### config.mk
export PLATFORM = sky130hd
export DESIGN_NAME = mem_port_arbiter_flat
export DESIGN_NICKNAME = d
export VERILOG_FILES = /design/src/rtl/mem_port_arbiter_if.sv /design/src/rtl/mem_port_arbiter.sv /design/src/flat_wrapper.sv
export SDC_FILE = /design/constraint.sdc
export NUM_CORES = 1
export LEC_CHECK = 0
export BUFFER_PORTS_ARGS = -buffer_cell sky130_fd_sc_hd__buf_4
export CAP_MARGIN = 20
export CORE_MARGIN = 5
export CORE_UTILIZATION = 30
export CTS_CLUSTER_DIAMETER = 50
export DETAILED_ROUTE_END_ITERATION = 7
export GPL_TIMING_DRIVEN = 1
export PLACE_DENSITY_LB_ADDON = 0.05
export SYNTH_ARGS = -nofsm -noshare
export SYNTH_HDL_FRONTEND = slang
export SYNTH_SLANG_ARGS = --single-unit
### constraint.sdc
create_clock -name clock -period 2 [get_ports clock]
set_clock_uncertainty 0.15 [all_clocks]
set_input_delay 0.3 -clock clock [delete_from_list [all_inputs] [get_ports clock]]
set_output_delay 0.3 -clock clock [all_outputs]
set_load 0.05 [all_outputs]
### src/rtl/mem_port_arbiter_if.sv
// Bus bundle between four memory requesters, the arbiter and a shared memory port.
// The arbiter uses the slave modport; requesters and memory sit on the master side.
interface mem_port_arbiter_if #(
  parameter int WORD_WIDTH = 16
);

  logic [3:0]              req;
  logic [4*WORD_WIDTH-1:0] req_addr;
  logic [3:0]              req_wr_en;
  logic [4*WORD_WIDTH-1:0] req_wr_data;
  logic [3:0]              grant;
  logic [WORD_WIDTH-1:0]   address;
  logic                    mem_wr_en;
  logic [WORD_WIDTH-1:0]   mem_wr_data;
  logic [WORD_WIDTH-1:0]   data_in;
  logic [WORD_WIDTH-1:0]   rd_data;
  logic [3:0]              rd_valid;
  logic                    timeout;

  modport slave (
    input  req, req_addr, req_wr_en, req_wr_data, data_in,
    output grant, address, mem_wr_en, mem_wr_data, rd_data, rd_valid, timeout
  );

  modport master (
    output req, req_addr, req_wr_en, req_wr_data, data_in,
    input  grant, address, mem_wr_en, mem_wr_data, rd_data, rd_valid, timeout
  );

endinterface

### src/rtl/mem_port_arbiter.sv
// Round-robin arbiter sharing one memory port between four requesters, with read-data return.
// Optional grant-hold watchdog enabled by defining ARB_TIMEOUT_EN.
module mem_port_arbiter #(
  parameter int WORD_WIDTH     = 16,
  parameter int TIMEOUT_CYCLES = 64
) (
  input logic               clock,
  input logic               nreset,
  mem_port_arbiter_if.slave bus
);

  typedef enum logic [0:0] {
    IDLE = 1'b0,
    BUSY = 1'b1
  } state_t;

  if (TIMEOUT_CYCLES < 1) begin : g_bad_timeout
    $error("mem_port_arbiter: TIMEOUT_CYCLES must be at least 1");
  end

  state_t                state_q, state_d;
  logic [3:0]            grant_q, grant_d;
  logic [1:0]            last_q, last_d;
  logic [3:0]            rd_valid_q, rd_valid_d;
  logic [WORD_WIDTH-1:0] rd_data_q, rd_data_d;

  logic [1:0]            owner_s;
  logic [3:0]            eligible_s;
  logic [1:0]            pick_s;
  logic                  pick_found_s;
  logic [1:0]            cand_s;
  logic                  hit_s;
  logic [WORD_WIDTH-1:0] addr_s;
  logic [WORD_WIDTH-1:0] wdata_s;
  logic                  wen_s;

`ifdef ARB_TIMEOUT_EN
  localparam int CNT_W = $clog2(TIMEOUT_CYCLES + 1);

  logic [CNT_W-1:0] hold_cnt_q, hold_cnt_d;
  logic [3:0]       mask_q, mask_d;
  logic             timeout_q, timeout_d;
`endif

  always_comb begin
    owner_s = 2'd0;
    case (grant_q)
      4'b0001: owner_s = 2'd0;
      4'b0010: owner_s = 2'd1;
      4'b0100: owner_s = 2'd2;
      4'b1000: owner_s = 2'd3;
      default: owner_s = 2'd0;
    endcase
  end

`ifdef ARB_TIMEOUT_EN
  assign eligible_s = bus.req & ~mask_q;
`else
  assign eligible_s = bus.req;
`endif

  // Search starts just after the previous owner, so every requester gets a turn.
  always_comb begin
    pick_s       = 2'd0;
    pick_found_s = 1'b0;
    cand_s       = 2'd0;
    hit_s        = 1'b0;
    for (int k = 1; k <= 4; k++) begin
      cand_s       = last_q + 2'(k);
      hit_s        = ~pick_found_s & eligible_s[cand_s];
      pick_s       = hit_s ? cand_s : pick_s;
      pick_found_s = pick_found_s | hit_s;
    end
  end

  always_comb begin
    state_d = state_q;
    grant_d = grant_q;
    last_d  = last_q;
`ifdef ARB_TIMEOUT_EN
    hold_cnt_d = {CNT_W{1'b0}};
    mask_d     = mask_q & bus.req;
    timeout_d  = 1'b0;
`endif
    case (state_q)
      IDLE: begin
        if (pick_found_s) begin
          grant_d = 4'b0001 << pick_s;
          state_d = BUSY;
        end else begin
          grant_d = 4'b0000;
          state_d = IDLE;
        end
      end
      BUSY: begin
        if (!bus.req[owner_s]) begin
          grant_d = 4'b0000;
          last_d  = owner_s;
          state_d = IDLE;
        end else begin
`ifdef ARB_TIMEOUT_EN
          hold_cnt_d = hold_cnt_q + CNT_W'(1'b1);
          if (hold_cnt_d == CNT_W'(TIMEOUT_CYCLES)) begin
            // Revoked owner stays masked until it lets go of its request.
            grant_d    = 4'b0000;
            last_d     = owner_s;
            state_d    = IDLE;
            timeout_d  = 1'b1;
            mask_d     = mask_d | grant_q;
            hold_cnt_d = {CNT_W{1'b0}};
          end else begin
            grant_d = grant_q;
            state_d = BUSY;
          end
`else
          grant_d = grant_q;
          state_d = BUSY;
`endif
        end
      end
      default: begin
        state_d = IDLE;
        grant_d = 4'b0000;
      end
    endcase
  end

  // Every granted cycle without a write strobe is a read answered on the next cycle.
  always_comb begin
    rd_valid_d = grant_q & ~bus.req_wr_en;
    if (|rd_valid_d) begin
      rd_data_d = bus.data_in;
    end else begin
      rd_data_d = rd_data_q;
    end
  end

  always_comb begin
    addr_s  = {WORD_WIDTH{1'b0}};
    wdata_s = {WORD_WIDTH{1'b0}};
    wen_s   = |(grant_q & bus.req_wr_en);
    for (int i = 0; i < 4; i++) begin
      addr_s  = addr_s  | (bus.req_addr[i*WORD_WIDTH +: WORD_WIDTH]    & {WORD_WIDTH{grant_q[i]}});
      wdata_s = wdata_s | (bus.req_wr_data[i*WORD_WIDTH +: WORD_WIDTH] & {WORD_WIDTH{grant_q[i]}});
    end
  end

  always_ff @(posedge clock) begin
    if (!nreset) begin
      state_q    <= IDLE;
      grant_q    <= 4'b0000;
      last_q     <= 2'd3;
      rd_valid_q <= 4'b0000;
      rd_data_q  <= {WORD_WIDTH{1'b0}};
`ifdef ARB_TIMEOUT_EN
      hold_cnt_q <= {CNT_W{1'b0}};
      mask_q     <= 4'b0000;
      timeout_q  <= 1'b0;
`endif
    end else begin
      state_q    <= state_d;
      grant_q    <= grant_d;
      last_q     <= last_d;
      rd_valid_q <= rd_valid_d;
      rd_data_q  <= rd_data_d;
`ifdef ARB_TIMEOUT_EN
      hold_cnt_q <= hold_cnt_d;
      mask_q     <= mask_d;
      timeout_q  <= timeout_d;
`endif
    end
  end

  assign bus.grant       = grant_q;
  assign bus.address     = addr_s;
  assign bus.mem_wr_en   = wen_s;
  assign bus.mem_wr_data = wdata_s;
  assign bus.rd_valid    = rd_valid_q;
  assign bus.rd_data     = rd_data_q;
`ifdef ARB_TIMEOUT_EN
  assign bus.timeout     = timeout_q;
`else
  assign bus.timeout     = 1'b0;
`endif

endmodule
### src/flat_wrapper.sv
// flat-port wrapper written by rule: the top's interface ports become plain ports
module mem_port_arbiter_flat 
#(
  parameter int WORD_WIDTH     = 16,
  parameter int TIMEOUT_CYCLES = 64
)
  (clock, nreset, bus_req, bus_req_addr, bus_req_wr_en, bus_req_wr_data, bus_data_in, bus_grant, bus_address, bus_mem_wr_en, bus_mem_wr_data, bus_rd_data, bus_rd_valid, bus_timeout);
  mem_port_arbiter_if #(.WORD_WIDTH(WORD_WIDTH)) bus_i ();
  input logic clock;
  input logic nreset;
  input wire logic [$bits(bus_i.req)-1:0] bus_req;
  input wire logic [$bits(bus_i.req_addr)-1:0] bus_req_addr;
  input wire logic [$bits(bus_i.req_wr_en)-1:0] bus_req_wr_en;
  input wire logic [$bits(bus_i.req_wr_data)-1:0] bus_req_wr_data;
  input wire logic [$bits(bus_i.data_in)-1:0] bus_data_in;
  output wire logic [$bits(bus_i.grant)-1:0] bus_grant;
  output wire logic [$bits(bus_i.address)-1:0] bus_address;
  output wire logic [$bits(bus_i.mem_wr_en)-1:0] bus_mem_wr_en;
  output wire logic [$bits(bus_i.mem_wr_data)-1:0] bus_mem_wr_data;
  output wire logic [$bits(bus_i.rd_data)-1:0] bus_rd_data;
  output wire logic [$bits(bus_i.rd_valid)-1:0] bus_rd_valid;
  output wire logic [$bits(bus_i.timeout)-1:0] bus_timeout;
  assign bus_i.req = bus_req;
  assign bus_i.req_addr = bus_req_addr;
  assign bus_i.req_wr_en = bus_req_wr_en;
  assign bus_i.req_wr_data = bus_req_wr_data;
  assign bus_i.data_in = bus_data_in;
  assign bus_grant = bus_i.grant;
  assign bus_address = bus_i.address;
  assign bus_mem_wr_en = bus_i.mem_wr_en;
  assign bus_mem_wr_data = bus_i.mem_wr_data;
  assign bus_rd_data = bus_i.rd_data;
  assign bus_rd_valid = bus_i.rd_valid;
  assign bus_timeout = bus_i.timeout;
  mem_port_arbiter #(.WORD_WIDTH(WORD_WIDTH), .TIMEOUT_CYCLES(TIMEOUT_CYCLES)) u_core (.clock(clock), .nreset(nreset), .bus(bus_i));
endmodule
==> flow_metrics.py <==
metrics = {
    "status": {
        "status": "complete, no violations",
    },
    "clock_tree": {
        "ctsResizeCount": 1,
        "cts.repair_timing.setup_buffer_count": 0,
        "clock_latency_ns": 0.27,
        "ctsHtreeMaxLevel": 1,
        "cts-buffers-inserted": 3,
        "cts_hold_buf": 0,
        "cts.sinks": 27,
        "cts.root.buffer_cell": "sky130_fd_sc_hd__clkbuf_8",
        "clock_tree.buffer_depth": 2,
        "clkSlewWorstSetupHoldPaths_ns": 0.10,
        "tritoncts_clock_tree": "built",
    },
    "critical_path": {
        "timing.rr.start": "u_core.bus.grant[2]",
        "critical_path.startpoint_type": "register",
        "path_cells": "buf_8, a22oi_1, nand2_1, buf_4",
        "critical_path_class": "reg -> out",
        "worstPathBufferInverterCount": 2,
        "worst_setup_path_end_kind": "output port",
        "crit_path_top_delay_cell": "sky130_fd_sc_hd__dfxtp_2",
        "endpoint": "bus_mem_wr_data[9]",
        "arrival_ns": 1.46,
        "regToRegEndpoint": "u_core.last_q[0]",
        "crit_path_max_incr_delay_ns": 0.48,
        "worstPathRequired_ns": 1.55,
        "critPathTopFamily": "flip-flops",
        "reg2reg_slack_ns": 0.18,
        "worst_setup_path_startpoint": "u_core.bus.grant[2]",
        "critical_path_stages": 4,
        "reg2regPathDepth": 5,
        "critical_path.max_fanout": 33,
    },
    "power_and_ir_drop": {
        "leakage_nw": 1.82,
        "totalPowerFinal_mw": 2.30,
        "vdd_ir_drop_max_mv": 0.364,
        "power_density_nw_per_um2": 643,
    },
    "synth": {
        "synth-async-reset-ratio": 0,
        "synth_top_cells_by_count": "sky130_fd_sc_hd__a22oi_1 (68), sky130_fd_sc_hd__nand2_1 (38), sky130_fd_sc_hd__nor2_1 (28)",
        "avgSynthCellArea_um2": 8.00,
        "syn_nets": 389,
        "yosys.area_share.xor_xnor": 0.00932,
        "synth.area.top_cells": "sky130_fd_sc_hd__dfxtp_1 (29%), sky130_fd_sc_hd__a22oi_1 (27%), sky130_fd_sc_hd__mux2i_1 (9.1%)",
        "adder_cell_share_of_the_synthesized_area": 0,
        "synth.top_cell.area_share": 0.288,
        "synthesis.instances": 235,
        "synth_compound_gate_area_share": 0.348,
        "yosysUniqueCellTypes": 39,
        "synth-seq-area-share": 0.288,
        "muxShareOfSynthArea": 0.0905,
        "netlist.top_cell.by_area": "sky130_fd_sc_hd__dfxtp_1",
        "ys_dominant_reg_cell": "sky130_fd_sc_hd__dfxtp_1",
        "post-synth-top-count-cell": "sky130_fd_sc_hd__a22oi_1",
        "post_synth_and_or_nand_nor_area_fraction": 0.208,
        "synth.yosys.warnings": 0,
        "syn-cell-area_um2": 1880,
        "synth_enable_flop_cells": 0,
        "main_combinational_cell_family_by_area_after_synthesis": "compound AO/OA/AOI/OAI gates",
        "ys_ff_latch": 27,
    },
    "finish": {
        "layoutNonFillerInstCount": 512,
        "final_layout_size_suffix_gt1_frac": 0.535,
        "final_nets": 592,
        "area.growth.synth_to_final_pct": 90.7,
        "antenna_cells_inserted": 0,
        "final.fill_count": 537,
    },
    "global_route": {
        "first_global_vias": 2546,
        "grt_antenna_before_repair": 0,
        "gr-usage-all-layers": 0.200,
        "met2_usage": 0.355,
        "globalRouteMet3Util": 0.0507,
        "global_route_wire_length_before_repair_mm": 12.6,
        "total_gr_overflow": 0,
        "global_route.usage.met1": 0.241,
        "grt_most_used_layer": "met2",
        "maximum_number_of_pins_on_one_net_before_global_route_repair": 34,
    },
    "sta": {
        "max_clock_freq_mhz": 523,
        "share_of_the_clock_period_used_by_the_worst_path": 0.956,
        "period_minus_slack_ns": 1.91,
        "fin_setup_tns_ns": 0,
        "finalHoldViolations": 0,
        "setup_viol": 0,
        "rsz_0062_raised_after_global_routing": "false",
        "final_slew_violations": 0,
    },
    "routing": {
        "routed-via-count": 2647,
        "vias_per_cell": 5.17,
        "drc_errors": 0,
        "first_pass_iters": 4,
        "drt_iter0_drc": 129,
        "post_drt_wl_per_cell_um": 17.7,
        "routed_wire_length_mm": 9.05,
        "final_antenna_net_count": 0,
    },
    "placement": {
        "placed_cells": 508,
        "gp_congestion": 0.897,
        "quantity_of_i_o_buffers_inserted_on_ports": 210,
        "detailedPlacementHpwl_mm": 7.47,
    },
    "min_path": {
        "worstHoldPathType": "in -> reg",
    },
    "floorplan": {
        "i_o_pins": 212,
        "die-height_um": 89.1,
        "floorplan.rows": 28,
        "die_boundary_width_um": 89.1,
        "start_util": 0.314,
        "die_footprint_um2": 7950,
        "coreArea_um2": 5990,
    },
    "job": {
        "max_cap_violations": 0,
    },
}
## tightest hold or removal path, stage by stage
cell and delay, ns:
sky130_fd_sc_hd__buf_4 0.08, sky130_fd_sc_hd__mux2i_1 0.06, sky130_fd_sc_hd__nor2_1 0.07
## cells by family (layout without fill, tap and decap cells)
logic type / Yosys count / after routing
other: 1 / 1
DFF: 27 / 27
buffers and inverters: 21 / 223
and+or+nand+nor: 84 / 84
AOI/OAI and AO/OA: 83 / 83
muxes: 17 / 17
xor gates and xnor gates: 2 / 2
## cell type report
| class | count | area [um^2] | share of cell area |
|---|---|---|---|
| flip-flops and latches | 27 | 546 | 0.152 |
| multi-input cells | 187 | 1240 | 0.347 |
| repair buffers | 218 | 1650 | 0.460 |
| well taps | 75 | 93.8 | 0.0262 |
| clock buffers | 3 | 41.3 | 0.0115 |
| clock inverters | 1 | 7.51 | 0.00209 |
| inverters | 1 | 3.75 | 0.00105 |
## worst min path at each step
stage                                 startpoint                     end  slack (ns)  depth (start not counted)
after floorplan                  bus_data_in[10]  u_core.bus.rd_data[10]        0.30                          2
after global placement    u_core.bus.rd_data[10]  u_core.bus.rd_data[10]        0.33                          2
after detailed placement   u_core.bus.rd_data[1]   u_core.bus.rd_data[1]        0.33                          2
after CTS                         bus_data_in[0]   u_core.bus.rd_data[0]        0.10                          3
after global routing              bus_data_in[0]   u_core.bus.rd_data[0]         0.1                          3
final                             bus_data_in[1]   u_core.bus.rd_data[1]        0.11                          3
## metal layers
layer / vias to the layer above / share of wire
met4: 0 / 0.013
met5: - / 0
li1: 1281 / -
met2: 145 / 0.53
met1: 1213 / 0.36
met3: 8 / 0.097
## where the power goes
| group | leakage, nW | total [mW] | switching (mW) | internal (mW) |
|---|---|---|---|---|
| clock network | 0.0217 | 0.317 | 0.176 | 0.141 |
| logic | 1.58 | 1.37 | 0.830 | 0.538 |
| registers | 0.222 | 0.619 | 0.0371 | 0.582 |
| total | 1.82 | 2.30 | 1.04 | 1.26 |
## flip-flops by register name (all words and copies together) (netlist names)
name and count:
u_core.bus.grant 4, u_core.bus.rd_data 16, u_core.bus.rd_valid 4, u_core.last_q 2, u_core.state_q 1
## placed cells by master, fill, tap and decap left out, types with 2 or more instances in the layout
master                     instances
sky130_fd_sc_hd__a21o_1            2
sky130_fd_sc_hd__nand2_1          38
sky130_fd_sc_hd__a22oi_1          68
sky130_fd_sc_hd__dfxtp_2           4
sky130_fd_sc_hd__nor2_1           28
sky130_fd_sc_hd__buf_4           216
sky130_fd_sc_hd__dfxtp_1          23
sky130_fd_sc_hd__clkbuf_8          3
sky130_fd_sc_hd__mux2i_1          17
sky130_fd_sc_hd__nand2b_1          8
## per-stage QoR
stage | util | setup WS [ns] | cell area [um^2] | hold slack, ns
CTS | 0.596 | 0.0359 | 3570 | 0.104
detailed placement | 0.587 | 0.0945 | 3520 | 0.333
floorplan | - | 0.0621 | 1880 | 0.297
finish | 0.598 | 0.0871 | 3580 | 0.109
global route | 0.598 | 0.00152 | 3580 | 0.0979
global placement | 0.587 | 0.152 | 3520 | 0.328
(Power assumes the default switching activity.)
